## src/rtl/s2p_pkg.sv

```systemverilog
// Shared types and frame-length helper for the serial_to_parallel deserializer.
// Optional parity framing is selected with the S2P_PARITY_EN macro.
package s2p_pkg;

    typedef enum logic {
        IDLE  = 1'b0,
        SHIFT = 1'b1
    } rx_state_t;

    typedef enum logic {
        EMPTY = 1'b0,
        FULL  = 1'b1
    } out_state_t;

    // Bits per received frame: data bits, plus one parity bit when enabled.
    function automatic int unsigned frame_len(input int unsigned width);
`ifdef S2P_PARITY_EN
        return width + 1;
`else
        return width;
`endif
    endfunction

endpackage

```

## src/rtl/s2p_out_reg.sv

```systemverilog
// One-entry output holding register with valid/ready handshake.
// A word completed while full and not ready is dropped and sets sticky overflow.
module s2p_out_reg
    import s2p_pkg::*;
#(
    parameter int unsigned DW = 4
) (
    input  logic          clk,
    input  logic          reset,
    input  logic          load,
    input  logic [DW-1:0] data,
    input  logic          ready_i,
    output logic [DW-1:0] parallel_o,
    output logic          valid_o,
    output logic          overflow_o
);

    out_state_t    r_state;
    out_state_t    w_state_nxt;
    logic [DW-1:0] r_data;
    logic [DW-1:0] w_data_nxt;
    logic          r_ovf;
    logic          w_ovf_nxt;

    always_ff @(posedge clk or negedge reset) begin
        if (!reset) begin
            r_state <= EMPTY;
            r_data  <= '0;
            r_ovf   <= 1'b0;
        end else begin
            r_state <= w_state_nxt;
            r_data  <= w_data_nxt;
            r_ovf   <= w_ovf_nxt;
        end
    end

    always_comb begin
        w_state_nxt = r_state;
        w_data_nxt  = r_data;
        w_ovf_nxt   = r_ovf;
        case (r_state)
            EMPTY: begin
                if (load) begin
                    w_state_nxt = FULL;
                    w_data_nxt  = data;
                end
            end
            FULL: begin
                if (ready_i) begin
                    if (load) begin
                        w_data_nxt = data;
                    end else begin
                        w_state_nxt = EMPTY;
                    end
                end else if (load) begin
                    w_ovf_nxt = 1'b1;
                end
            end
            default: w_state_nxt = EMPTY;
        endcase
    end

    assign parallel_o = r_data;
    assign valid_o    = (r_state == FULL);
    assign overflow_o = r_ovf;

endmodule

```

## src/rtl/serial_to_parallel.sv

```systemverilog
// Serial-to-parallel deserializer: reassembles WIDTH-bit words from a qualified bit stream.
// Define S2P_PARITY_EN for WIDTH+1-bit frames with a trailing even-parity bit and parity_err_o.
module serial_to_parallel
    import s2p_pkg::*;
#(
    parameter int unsigned WIDTH     = 4,
    parameter bit          LSB_FIRST = 1'b1
) (
    input  logic             clk,
    input  logic             reset,
    input  logic             serial_i,
    input  logic             valid_i,
    input  logic             ready_i,
    output logic [WIDTH-1:0] parallel_o,
    output logic             valid_o,
    output logic             busy_o,
    output logic             overflow_o
`ifdef S2P_PARITY_EN
    ,
    output logic             parity_err_o
`endif
);

    localparam int unsigned    FRAME = frame_len(WIDTH);
    localparam int unsigned    CNT_W = $clog2(WIDTH + 1);
    localparam logic [CNT_W-1:0] LAST = CNT_W'(FRAME - 1);

    rx_state_t        r_state;
    rx_state_t        w_state_nxt;
    logic [CNT_W-1:0] r_cnt;
    logic [CNT_W-1:0] w_cnt_nxt;
    logic [WIDTH-1:0] r_shift;
    logic [WIDTH-1:0] w_shift_nxt;
    logic             w_done;
    logic             w_is_data;

`ifdef S2P_PARITY_EN
    localparam int unsigned DW = WIDTH + 1;
    assign w_is_data = (r_cnt != CNT_W'(WIDTH));
`else
    localparam int unsigned DW = WIDTH;
    assign w_is_data = 1'b1;
`endif

    logic [DW-1:0] w_load_data;
    logic [DW-1:0] w_out;

    always_comb begin
        if (LSB_FIRST) begin
            w_shift_nxt = (r_shift >> 1) | (WIDTH'(serial_i) << (WIDTH - 1));
        end else begin
            w_shift_nxt = (r_shift << 1) | WIDTH'(serial_i);
        end
    end

    always_comb begin
        w_state_nxt = r_state;
        w_cnt_nxt   = r_cnt;
        w_done      = 1'b0;
        case (r_state)
            IDLE, SHIFT: begin
                if (valid_i) begin
                    if (r_cnt == LAST) begin
                        w_done      = 1'b1;
                        w_cnt_nxt   = '0;
                        w_state_nxt = IDLE;
                    end else begin
                        w_cnt_nxt   = r_cnt + 1'b1;
                        w_state_nxt = SHIFT;
                    end
                end
            end
            default: begin
                w_cnt_nxt   = '0;
                w_state_nxt = IDLE;
            end
        endcase
    end

    always_ff @(posedge clk or negedge reset) begin
        if (!reset) begin
            r_state <= IDLE;
            r_cnt   <= '0;
            r_shift <= '0;
        end else begin
            r_state <= w_state_nxt;
            r_cnt   <= w_cnt_nxt;
            if (valid_i && w_is_data) begin
                r_shift <= w_shift_nxt;
            end
        end
    end

    // The completing bit is folded in combinationally so the word loads on that same edge.
`ifdef S2P_PARITY_EN
    assign w_load_data  = {(^r_shift) ^ serial_i, r_shift};
    assign parallel_o   = w_out[WIDTH-1:0];
    assign parity_err_o = w_out[WIDTH];
`else
    assign w_load_data  = w_shift_nxt;
    assign parallel_o   = w_out;
`endif

    s2p_out_reg #(
        .DW(DW)
    ) u_out_reg (
        .clk       (clk),
        .reset     (reset),
        .load      (w_done),
        .data      (w_load_data),
        .ready_i   (ready_i),
        .parallel_o(w_out),
        .valid_o   (valid_o),
        .overflow_o(overflow_o)
    );

    assign busy_o = (r_state == SHIFT);

endmodule

```

## config.mk

```make
export PLATFORM = sky130hd
export DESIGN_NAME = serial_to_parallel
export DESIGN_NICKNAME = d
export VERILOG_FILES = /design/src/rtl/s2p_pkg.sv /design/src/rtl/s2p_out_reg.sv /design/src/rtl/serial_to_parallel.sv
export SDC_FILE = /design/constraint.sdc
export NUM_CORES = 1
export LEC_CHECK = 0
export ABC_CLOCK_PERIOD_IN_PS = 1500
export BUFFER_PORTS_ARGS = -buffer_cell sky130_fd_sc_hd__buf_4
export CAP_MARGIN = 20
export CORE_AREA = 2 2 39 41
export CTS_CLUSTER_DIAMETER = 80
export CTS_CLUSTER_SIZE = 40
export DETAILED_ROUTE_END_ITERATION = 8
export DIE_AREA = 0 0 41 43
export PLACE_DENSITY = 0.71
export SETUP_SLACK_MARGIN = 0.4
export SYNTH_ARGS = -nofsm -noshare
export SYNTH_HDL_FRONTEND = slang
export SYNTH_SLANG_ARGS = --single-unit
```

## constraint.sdc

```tcl
create_clock -name clk -period 1.5 [get_ports clk]
set_input_delay 0.225 -clock clk [delete_from_list [all_inputs] [get_ports clk]]
set_output_delay 0.225 -clock clk [all_outputs]
set_load 0.02 [all_outputs]
```

==> results of run 1 <==
report_power, final:
| group | internal, uW | switching (uW) | total, uW | leakage [uW] |
|---|---|---|---|---|
| clock network | 103 | 104 | 207 | 0.0000150 |
| registers | 470 | 74.8 | 545 | 0.000156 |
| logic | 316 | 235 | 552 | 0.000180 |
sequential cells by signal (all words and copies together) (netlist names):
| name | cells |
|---|---|
| busy_o | 1 |
| r_cnt | 3 |
| r_shift | 3 |
| u_out_reg.overflow_o | 1 |
| u_out_reg.parallel_o | 4 |
| u_out_reg.valid_o | 1 |
final timing paths:
path                                           endpoint  slack, ns  cells after the start
worst min register to register     u_out_reg.overflow_o       0.48                      1
min in group asynchronous                      r_cnt[0]       0.33                      2
max in group asynchronous                        busy_o       1.01                      2
worst min-delay path            u_out_reg.parallel_o[3]       0.20                      2
worst max register to register  u_out_reg.parallel_o[1]       0.22                      4
worst max-delay path            u_out_reg.parallel_o[1]       0.22                      4
per-stage QoR:
step	instance area, um^2	setup WS [ns]
after detailed placement	628	0.188
after global routing	709	0.156
after global placement	628	0.193
after CTS	702	0.202
after floorplan	537	0.269
final	709	0.219
worst register-to-register path: cells and delay by family (launching register included):
family                     cells  cell delay, ns
adders and majority gates      1            0.17
DFF                            1            0.40
muxes                          1            0.32
and+or+nand+nor                2            0.29
layout by cell type, fill, tap and decap left out, types with 3 or more instances in the layout:
cell,netlist,layout
mux2_2,8,4
buf_4,0,15
clkbuf_4,0,3
mux2_4,0,4
dfrtp_1,13,13
routing by layer:
metal	wire, um	global-route usage (%)	vias to the layer above
li1	-	-	152
met1	357	16.1	164
met2	444	18.1	6
met3	21	3.14	0
met4	0	6.00	0
met5	0	0	-
final cells by class:
type,count,area (um^2),area share [%]
flip-flops and latches,13,325,45.9
multi-input cells,18,211,29.8
repair buffers,16,123,17.3
clock buffers,4,26.3,3.70
well taps,16,20.0,2.82
inverters,1,3.75,0.529
logic make-up after synthesis:
logic type,Yosys count
AOI/OAI and AO/OA,4
adders and majority gates,1
buffers and inverters,2
DFF,13
muxes,9
and+or+nand+nor,4
timing repair:
item	in CTS	in global routing
resized for setup	4	0
setup endpoints to repair	4	5
pin swaps	1	0
buffers inserted	3	1
hold buffers	1	0
endpoints found under the hold margin	13	0
==> results.md, run 1 <==
* startpoint of the most critical register-to-register path: r_cnt[0]
* PortBufs: 11
* Critical Path AT: 1.44 ns
* via count of the first global-routing pass: 370
* Final Cycle Share: 85.4%
* Layout fillers: 126
* compound-cell area share of the yosys netlist: 5.25%
* H-Tree Depth: 1
* adder-cell share of the synthesized area: 2.39%
* class of the most critical setup path: register to register
* achievable clock frequency: 0.781 GHz
* CTS Root Cell: clkbuf_4
* number of nets produced by synthesis: 39
* maximum number of pins on one net before global-route repair: 14
* clock tree from TritonCTS: built
* initial core utilization: 37.9%
* start point of the worst hold path: serial_i
* number of search-and-repair iterations in the first detailed-routing pass: 1
* maximum net fanout on the critical path: 4
* multiplexer share of the synthesized area: 19.1%
* slowest cell on the critical path: dfrtp_1
* post-route core utilization: 51.3%
* Via Count: 322
* power density cells: 1840 nW/um^2
* per-cell routed wire length: 12.1 um
* clk slew on worst S/H paths: 0.07 ns
* share of the synthesized area in the top cell type: 62.1%
* gp weighted congestion: 0.600
* Relative slew margins: 87.6%
* setup repair after global routing missed its margin: true
* final net count: 59
* vertical extent of the die: 43 um
* area growth from synthesis to layout: 35.3%
* total power consumption of the routed design: 1300 uW
* Detail Placement HPWL: 584 um
* number of flops mapped to enable cells by yosys: 0
* total instance count after detailed placement: 59
* average vias per placed instance: 4.74
* antenna diode instance count: 0
* CP startpoint kind: register
* Critical path buffers and inverters: 0
* leakage component of the power: 0.000351 uW
* number of library cell types mapped by synthesis: 14
* type of destination of the critical path: register
* antenna violation net count after detailed routing: 0
* core area: 1380 um^2
* width of the chip: 41 um
* mean area per synthesized cell: 15.9 um^2
* basic-gate share of the synthesized area counting and, or, nand and nor cells: 8.35%
* CTS Buf Count: 3
* most common cell in the synthesized netlist: dfrtp_1
* count of pins on the block boundary: 12
* sum of overflow across all layers after global routing: 0
* minimum hold slack: 0.200 ns
* global-route usage over all layers: 12.3%
* Max-Cap Viols: 0
* most numerous cell types in the synthesized netlist: dfrtp_1, mux2_2
* first-pass GRT wire length: 1.48 mm
* dominant register cell in the synthesized netlist: dfrtp_1
* standard-cell rows: 14
* cell type with the largest total area after synthesis: dfrtp_1
* ordered list of cells on the worst path: ha_4 > nand3b_4 > nor2b_4 > mux2_4
* count of unresolved DRC violations after routing: 0
* maximum clock skew at final layout: 0.000274 ns
* largest family of logic cells by synthesized area: multiplexers
* hold violation count in the final report: 0
* number of max-slew violations in the final report: 0
* area of the mapped netlist: 524 um^2
* Final Critical Period: 1.28 ns
* final setup violation count: 0
* post-synthesis sequential area ratio: 62.1%
* number of cells in the finished layout apart from fillers: 68
* post-synthesis sequential element count: 13
* stage delay of the slowest cell on the critical path: 0.40 ns
* startpoint of the most critical setup path: r_cnt[0]
* share of layout cells above drive strength 1: 55.8%
* Crit path required time: 1.65 ns
* count of yosys warnings during synthesis: 0
* CP delay by family, top: flip-flops
* cell types occupying the most area after synthesis: dfrtp_1, mux2_2, nand3b_4, nor2b_4, ha_1
* Async SR Flop Fraction: 100%
* die area: 1760 um^2
* maximum number of buffers from clock root to sink: 2
* post-synthesis share of cell area spent on xor and xnor gates: 0%
* setup_tns: 0 ns
* total clock sinks: 13
* final routed wirelength across all metal layers: 823 um
* worst min-delay path category: input pin to register
* initial antenna violation count: 0
* clock latency of the later-clocked register in the worst-skew pair: 0.26 ns
* cell count after synthesis: 33
* transition time at the pin with the least slew margin: 0.185 ns
* 1st-iter DRT viols: 0
* status: complete, no violations
* worst ir drop on vdd: 807 uV
Power figures use the tool's default switching activity.
==> inputs of run 2 (changes only) <==
CTS_BUF_LIST = sky130_fd_sc_hd__clkbuf_16   (was not set)
==> run 2 against run 1 <==
Effect of this change:
- clock skew up 0.0018 ns
- combinational power is essentially flat
- flip-flop and latch count did not move
- critical path depth is the same
- routed wire length rose by 6.1%
- cell count unchanged
- global-route usage increased by 1.4 points
- sequential share of layout area down 3.2 points
- first-iteration DRC count unchanged
- register-to-register slack hardly changed
- largest cell class unchanged
==> results.md, run 2 (synthesis results as in run 1) <==
* per-cell routed wire length: 12.8 um, was 12.1 um
* minimum setup slack among reg-to-reg paths: 0.21 ns, was 0.22 ns
* startpoint of the most critical register-to-register path: r_cnt[0], unchanged
* type of destination of the critical path: register, unchanged
* class of the most critical setup path: register to register, unchanged
* share of total power consumed by net switching: 28.1%, was 31.7%
* hold violation count in the final report: 0, unchanged
* antenna violation net count after detailed routing: 0, unchanged
* average vias per placed instance: 4.75, was 4.74
* clk slew on worst S/H paths: 0.04 ns, was 0.07 ns
* achievable clock frequency: 0.775 GHz, was 0.781 GHz
* leakage component of the power: 0.000378 uW, was 0.000351 uW
* start point of the worst hold path: serial_i, unchanged
* initial antenna violation count: 0, unchanged
* status: complete, no violations, unchanged
* CTS Buf Count: 3, unchanged
* PortBufs: 11, unchanged
* initial core utilization: 37.9%, unchanged
* via count of the first global-routing pass: 382, was 370
* width of the chip: 41 um, unchanged
* share of layout cells above drive strength 1: 55.8%, unchanged
* register share of total power: 34.7%, was 41.8%
* Layout fillers: 117, was 126
* standard-cell rows: 14, unchanged
* number of flip-flops under the largest register name: 4, unchanged
* setup repair after global routing missed its margin: true, unchanged
* 1st-iter DRT viols: 0, unchanged
* Critical Path AT: 1.41 ns, was 1.44 ns
* top library cells by usage in the layout, fill and taps aside: buf_4, dfrtp_1, mux2_4, mux2_2, clkbuf_16, was buf_4, dfrtp_1, mux2_4, mux2_2, clkbuf_4
* clock tree from TritonCTS: built, unchanged
* maximum net fanout on the critical path: 4, unchanged
* gp weighted congestion: 0.600, unchanged
* Critical Path Sink: u_out_reg.parallel_o[0], was u_out_reg.parallel_o[1]
* Max-Cap Viols: 0, unchanged
* die area: 1760 um^2, unchanged
* antenna diode instance count: 0, unchanged
* Final Cycle Share: 86.0%, was 85.4%
* power density cells: 2080 nW/um^2, was 1840 nW/um^2
* count of pins on the block boundary: 12, unchanged
* first-pass GRT wire length: 1.59 mm, was 1.48 mm
* relative contribution of the clock network to total power: 30.3%, was 15.8%
* number of cells in the finished layout apart from fillers: 68, unchanged
* minimum hold slack: 0.234 ns, was 0.200 ns
* core area: 1380 um^2, unchanged
* number of search-and-repair iterations in the first detailed-routing pass: 1, unchanged
* H-Tree Depth: 1, unchanged
* internal power summed over all cells: 1140 uW, was 890 uW
* global-route usage over all layers: 13.7%, was 12.3%
* worst reg-to-reg path cell count: 4, unchanged
* number of max-slew violations in the final report: 0, unchanged
* clock latency of the later-clocked register in the worst-skew pair: 0.24 ns, was 0.26 ns
* worst min-delay path category: input pin to register, unchanged
* maximum number of buffers from clock root to sink: 2, unchanged
* final net count: 59, unchanged
* total instance count after detailed placement: 59, unchanged
* Relative slew margins: 87.2%, was 87.6%
* Detail Placement HPWL: 584 um, unchanged
* count of unresolved DRC violations after routing: 0, unchanged
* total clock sinks: 13, unchanged
* final routed wirelength across all metal layers: 873 um, was 823 um
* startpoint of the most critical setup path: r_cnt[0], unchanged
* maximum number of pins on one net before global-route repair: 14, unchanged
* combinational group share of total power: 35.0%, was 42.3%
* Via Count: 323, was 322
* Crit path required time: 1.62 ns, was 1.65 ns
* Final Critical Period: 1.29 ns, was 1.28 ns
* CTS Root Cell: clkbuf_16, was clkbuf_4
* commonest non-fill, non-tap cell in the layout: buf_4, unchanged
* transition time at the pin with the least slew margin: 0.191 ns, was 0.185 ns
* switching power of the nets: 444 uW, was 414 uW
* vertical extent of the die: 43 um, unchanged
* maximum clock skew at final layout: 0.00206 ns, was 0.000274 ns
* area growth from synthesis to layout: 45.3%, was 35.3%
* sum of overflow across all layers after global routing: 0, unchanged
* setup_tns: 0 ns, unchanged
* worst ir drop on vdd: 778 uV, was 807 uV
* CP startpoint kind: register, unchanged
* final setup violation count: 0, unchanged
* Critical R2R Capture: u_out_reg.parallel_o[0], was u_out_reg.parallel_o[1]
==> run 2: power groups by stage <==
stage / combinational [uW] / sequential, uW / clock [uW]
2_1_floorplan: 188 / 650 / 0
3_3_place_gp: 464 / 546 / 0
3_5_place_dp: 472 / 553 / 0
4_1_cts: 548 / 551 / 493
5_1_grt: 607 / 570 / 512
6_report: 555 / 549 / 480
==> run 2: repair_timing <==
action	4_1_cts	5_1_grt
resized for setup	4	0
endpoints found under the hold margin	13	0
setup buffers	3	1
hold buffers	1	0
pin swaps	1	0
endpoints found under the setup margin	4	5
==> run 2: area by class of cell <==
type	count	area, um^2	area share (%)
Sequential cell	13	325	42.7
Multi-Input combinational cell	18	211	27.8
Timing Repair Buffer	16	123	16.1
Clock buffer	3	75.1	9.85
Clock inverter	1	3.75	0.493
Inverter	1	3.75	0.493
Tap cell	16	20.0	2.63
==> run 2: stage by stage <==
step	total power [uW]	setup slack, ns	area [um^2]	util, %
2_1_floorplan	837	0.269	537	-
4_1_cts	1590	0.198	754	54.5
3_3_place_gp	1010	0.193	628	45.4
3_5_place_dp	1020	0.188	628	45.4
5_1_grt	1690	0.145	762	55.1
6_report	1580	0.210	762	55.1
==> run 2: layer usage <==
layer  wire length [um]  global-route usage, %
met3                 24                   4.71
met5                  0                      0
met1                363                   16.4
met4                  0                   8.00
met2                486                   20.3
==> run 2: worst min path at each step <==
| stage | to | slack [ns] | cells past startpoint |
|---|---|---|---|
| 2_1_floorplan | busy_o | -0.07 | 0 |
| 3_3_place_gp | r_cnt[0] | 0.08 | 1 |
| 3_5_place_dp | r_cnt[0] | 0.08 | 1 |
| 4_1_cts | u_out_reg.parallel_o[3] | 0.24 | 2 |
| 5_1_grt | u_out_reg.parallel_o[3] | 0.24 | 2 |
| 6_report | u_out_reg.parallel_o[3] | 0.23 | 2 |
==> run 2: worst max-delay path, cell delays in order (launching register included) <==
cell	delay (ns)
dfrtp_1	0.39
ha_4	0.17
nand3b_4	0.09
nor2b_4	0.21
mux2_4	0.32
==> inputs of run 3 (changes only) <==
PLACE_DENSITY = 0.7   (was 0.71)
==> run 3 against run 2 <==
Effect of this change:
- via count increased by 1.5%
- setup slack improved by 0.0060 ns
- global-route usage grew 0.51 points
- sequential power barely moved
- cell area grew 1.5%
- critical path depth stayed put
- register-to-register slack hardly changed
- sequential share of layout area fell by 0.62 points
- count of clock-buffer cells in the layout is the same
- highest routed layer is now met4
==> results.md, run 3 (synthesis results as in run 1) <==
* hold violation count in the final report: 0, unchanged
* maximum number of buffers from clock root to sink: 2, unchanged
* Via Count: 328, was 323
* achievable clock frequency: 0.779 GHz, was 0.775 GHz
* final cell area excluding filler cells: 773 um^2, was 762 um^2
* clock tree from TritonCTS: built, unchanged
* 1st-iter DRT viols: 2, was 0
* setup repair after global routing missed its margin: true, unchanged
* post-route core utilization: 55.9%, was 55.1%
* H-Tree Depth: 1, unchanged
* power density cells: 2070 nW/um^2, was 2080 nW/um^2
* clock latency of the later-clocked register in the worst-skew pair: 0.24 ns, about the same
* antenna diode instance count: 0, unchanged
* maximum clock skew at final layout: 0.00221 ns, was 0.00206 ns
* Final Cycle Share: 85.6%, was 86.0%
* core area: 1380 um^2, unchanged
* sum of overflow across all layers after global routing: 0, unchanged
* share of layout cells above drive strength 1: 56.6%, was 55.8%
* status: complete, no violations, unchanged
* worst ir drop on vdd: 1330 uV, was 778 uV
* first-pass GRT wire length: 1.57 mm, was 1.59 mm
* total clock sinks: 13, unchanged
* CP startpoint kind: register, unchanged
* number of max-slew violations in the final report: 0, unchanged
* top library cells by usage in the layout, fill and taps aside: buf_4, dfrtp_1, mux2_4, mux2_2, clkbuf_16, unchanged
* vertical extent of the die: 43 um, unchanged
* via count of the first global-routing pass: 340, was 382
* worst min-delay path category: input pin to register, unchanged
* count of pins on the block boundary: 12, unchanged
* Max-Cap Viols: 0, unchanged
* final setup violation count: 0, unchanged
* initial antenna violation count: 0, unchanged
* transition time at the pin with the least slew margin: 0.182 ns, was 0.191 ns
* initial core utilization: 37.9%, unchanged
* Crit path required time: 1.62 ns, about the same
* maximum number of pins on one net before global-route repair: 14, unchanged
* Relative slew margins: 87.8%, was 87.2%
* CTS Root Cell: clkbuf_16, unchanged
* leakage component of the power: 0.000383 uW, was 0.000378 uW
* global-route usage over all layers: 14.2%, was 13.7%
* width of the chip: 41 um, unchanged
* standard-cell rows: 14, unchanged
* Critical Path AT: 1.40 ns, was 1.41 ns
* area growth from synthesis to layout: 47.5%, was 45.3%
* maximum net fanout on the critical path: 4, unchanged
* Final Critical Period: 1.28 ns, was 1.29 ns
* average vias per placed instance: 4.75, about the same
* antenna violation net count after detailed routing: 0, unchanged
* final net count: 60, was 59
* count of unresolved DRC violations after routing: 0, unchanged
* PortBufs: 11, unchanged
* CTS Buf Count: 3, unchanged
* instance area at placement: 628 um^2, unchanged
* number of flip-flops under the largest register name: 4, unchanged
* clk slew on worst S/H paths: 0.04 ns, about the same
* minimum hold slack: 0.231 ns, was 0.234 ns
* class of the most critical setup path: register to register, unchanged
* die area: 1760 um^2, unchanged
* total instance count after detailed placement: 59, unchanged
* type of destination of the critical path: register, unchanged
* number of cells in the finished layout apart from fillers: 69, was 68
* number of search-and-repair iterations in the first detailed-routing pass: 2, was 1
* setup_tns: 0 ns, unchanged
* per-cell routed wire length: 13.2 um, was 12.8 um
* gp weighted congestion: 0.664, was 0.600
* final routed wirelength across all metal layers: 911 um, was 873 um
* commonest non-fill, non-tap cell in the layout: buf_4, unchanged
run 3: cell count changes in the layout (fill, tap and decap cells not counted):
cell   previous run  this run
buf_6             0         1
run 3: per-layer routing:
layer	GRT usage, %	vias to the layer above	wire length [um]	part of all wire [%]
li1	-	152	-	-
met4	8.00	0	10	1.1
met1	17.5	165	365	40
met2	20.0	9	481	53
met5	0	-	0	0
met3	6.28	2	53	5.8
run 3: repair_timing:
action | CTS | global route
buffers inserted | 3 | 2
setup endpoints to repair | 4 | 8
resized for setup | 4 | 1
endpoints found under the hold margin | 13 | 0
pin swaps | 1 | 2
hold buffers | 1 | 0
run 3: worst paths after layout:
kind / slack (ns) / cells after the start / start / end
setup / recovery: 0.22 / 4 / r_cnt[1] / u_out_reg.parallel_o[3]
hold / removal: 0.23 / 2 / serial_i / u_out_reg.parallel_o[3]
setup reg to reg: 0.22 / 4 / r_cnt[1] / u_out_reg.parallel_o[3]
hold reg to reg: 0.49 / 1 / busy_o / busy_o
max in group asynchronous: 0.97 / 2 / reset / r_shift[3]
min in group asynchronous: 0.37 / 2 / reset / u_out_reg.overflow_o
run 3: final cells by class:
| cell class | count | area (um^2) |
|---|---|---|
| Clock inverter | 1 | 3.75 |
| Clock buffer | 3 | 75.1 |
| Inverter | 1 | 3.75 |
| Tap cell | 16 | 20.0 |
| Sequential cell | 13 | 325 |
| Multi-Input combinational cell | 18 | 211 |
| Fill cell | 122 | 611 |
| Timing Repair Buffer | 17 | 134 |
run 3: metrics by stage:
| step | power, uW | setup slack, ns |
|---|---|---|
| global route | 1710 | 0.160 |
| CTS | 1610 | 0.175 |
| detailed placement | 1030 | 0.190 |
| floorplan | 837 | 0.269 |
| finish | 1600 | 0.216 |
| global placement | 1010 | 0.206 |
run 3: critical path, cell delays in order (launching register included):
cell	delay [ns]
dfrtp_1	0.39
ha_4	0.17
nand3b_4	0.09
nor2b_4	0.20
mux2_4	0.31
run 3: power breakdown:
group / switching (uW) / leakage [uW] / total (uW) / internal, uW
registers: 77.2 / 0.000156 / 550 / 473
clock network: 132 / 0.0000423 / 483 / 350
logic: 241 / 0.000185 / 568 / 327
total: 451 / 0.000383 / 1600 / 1150
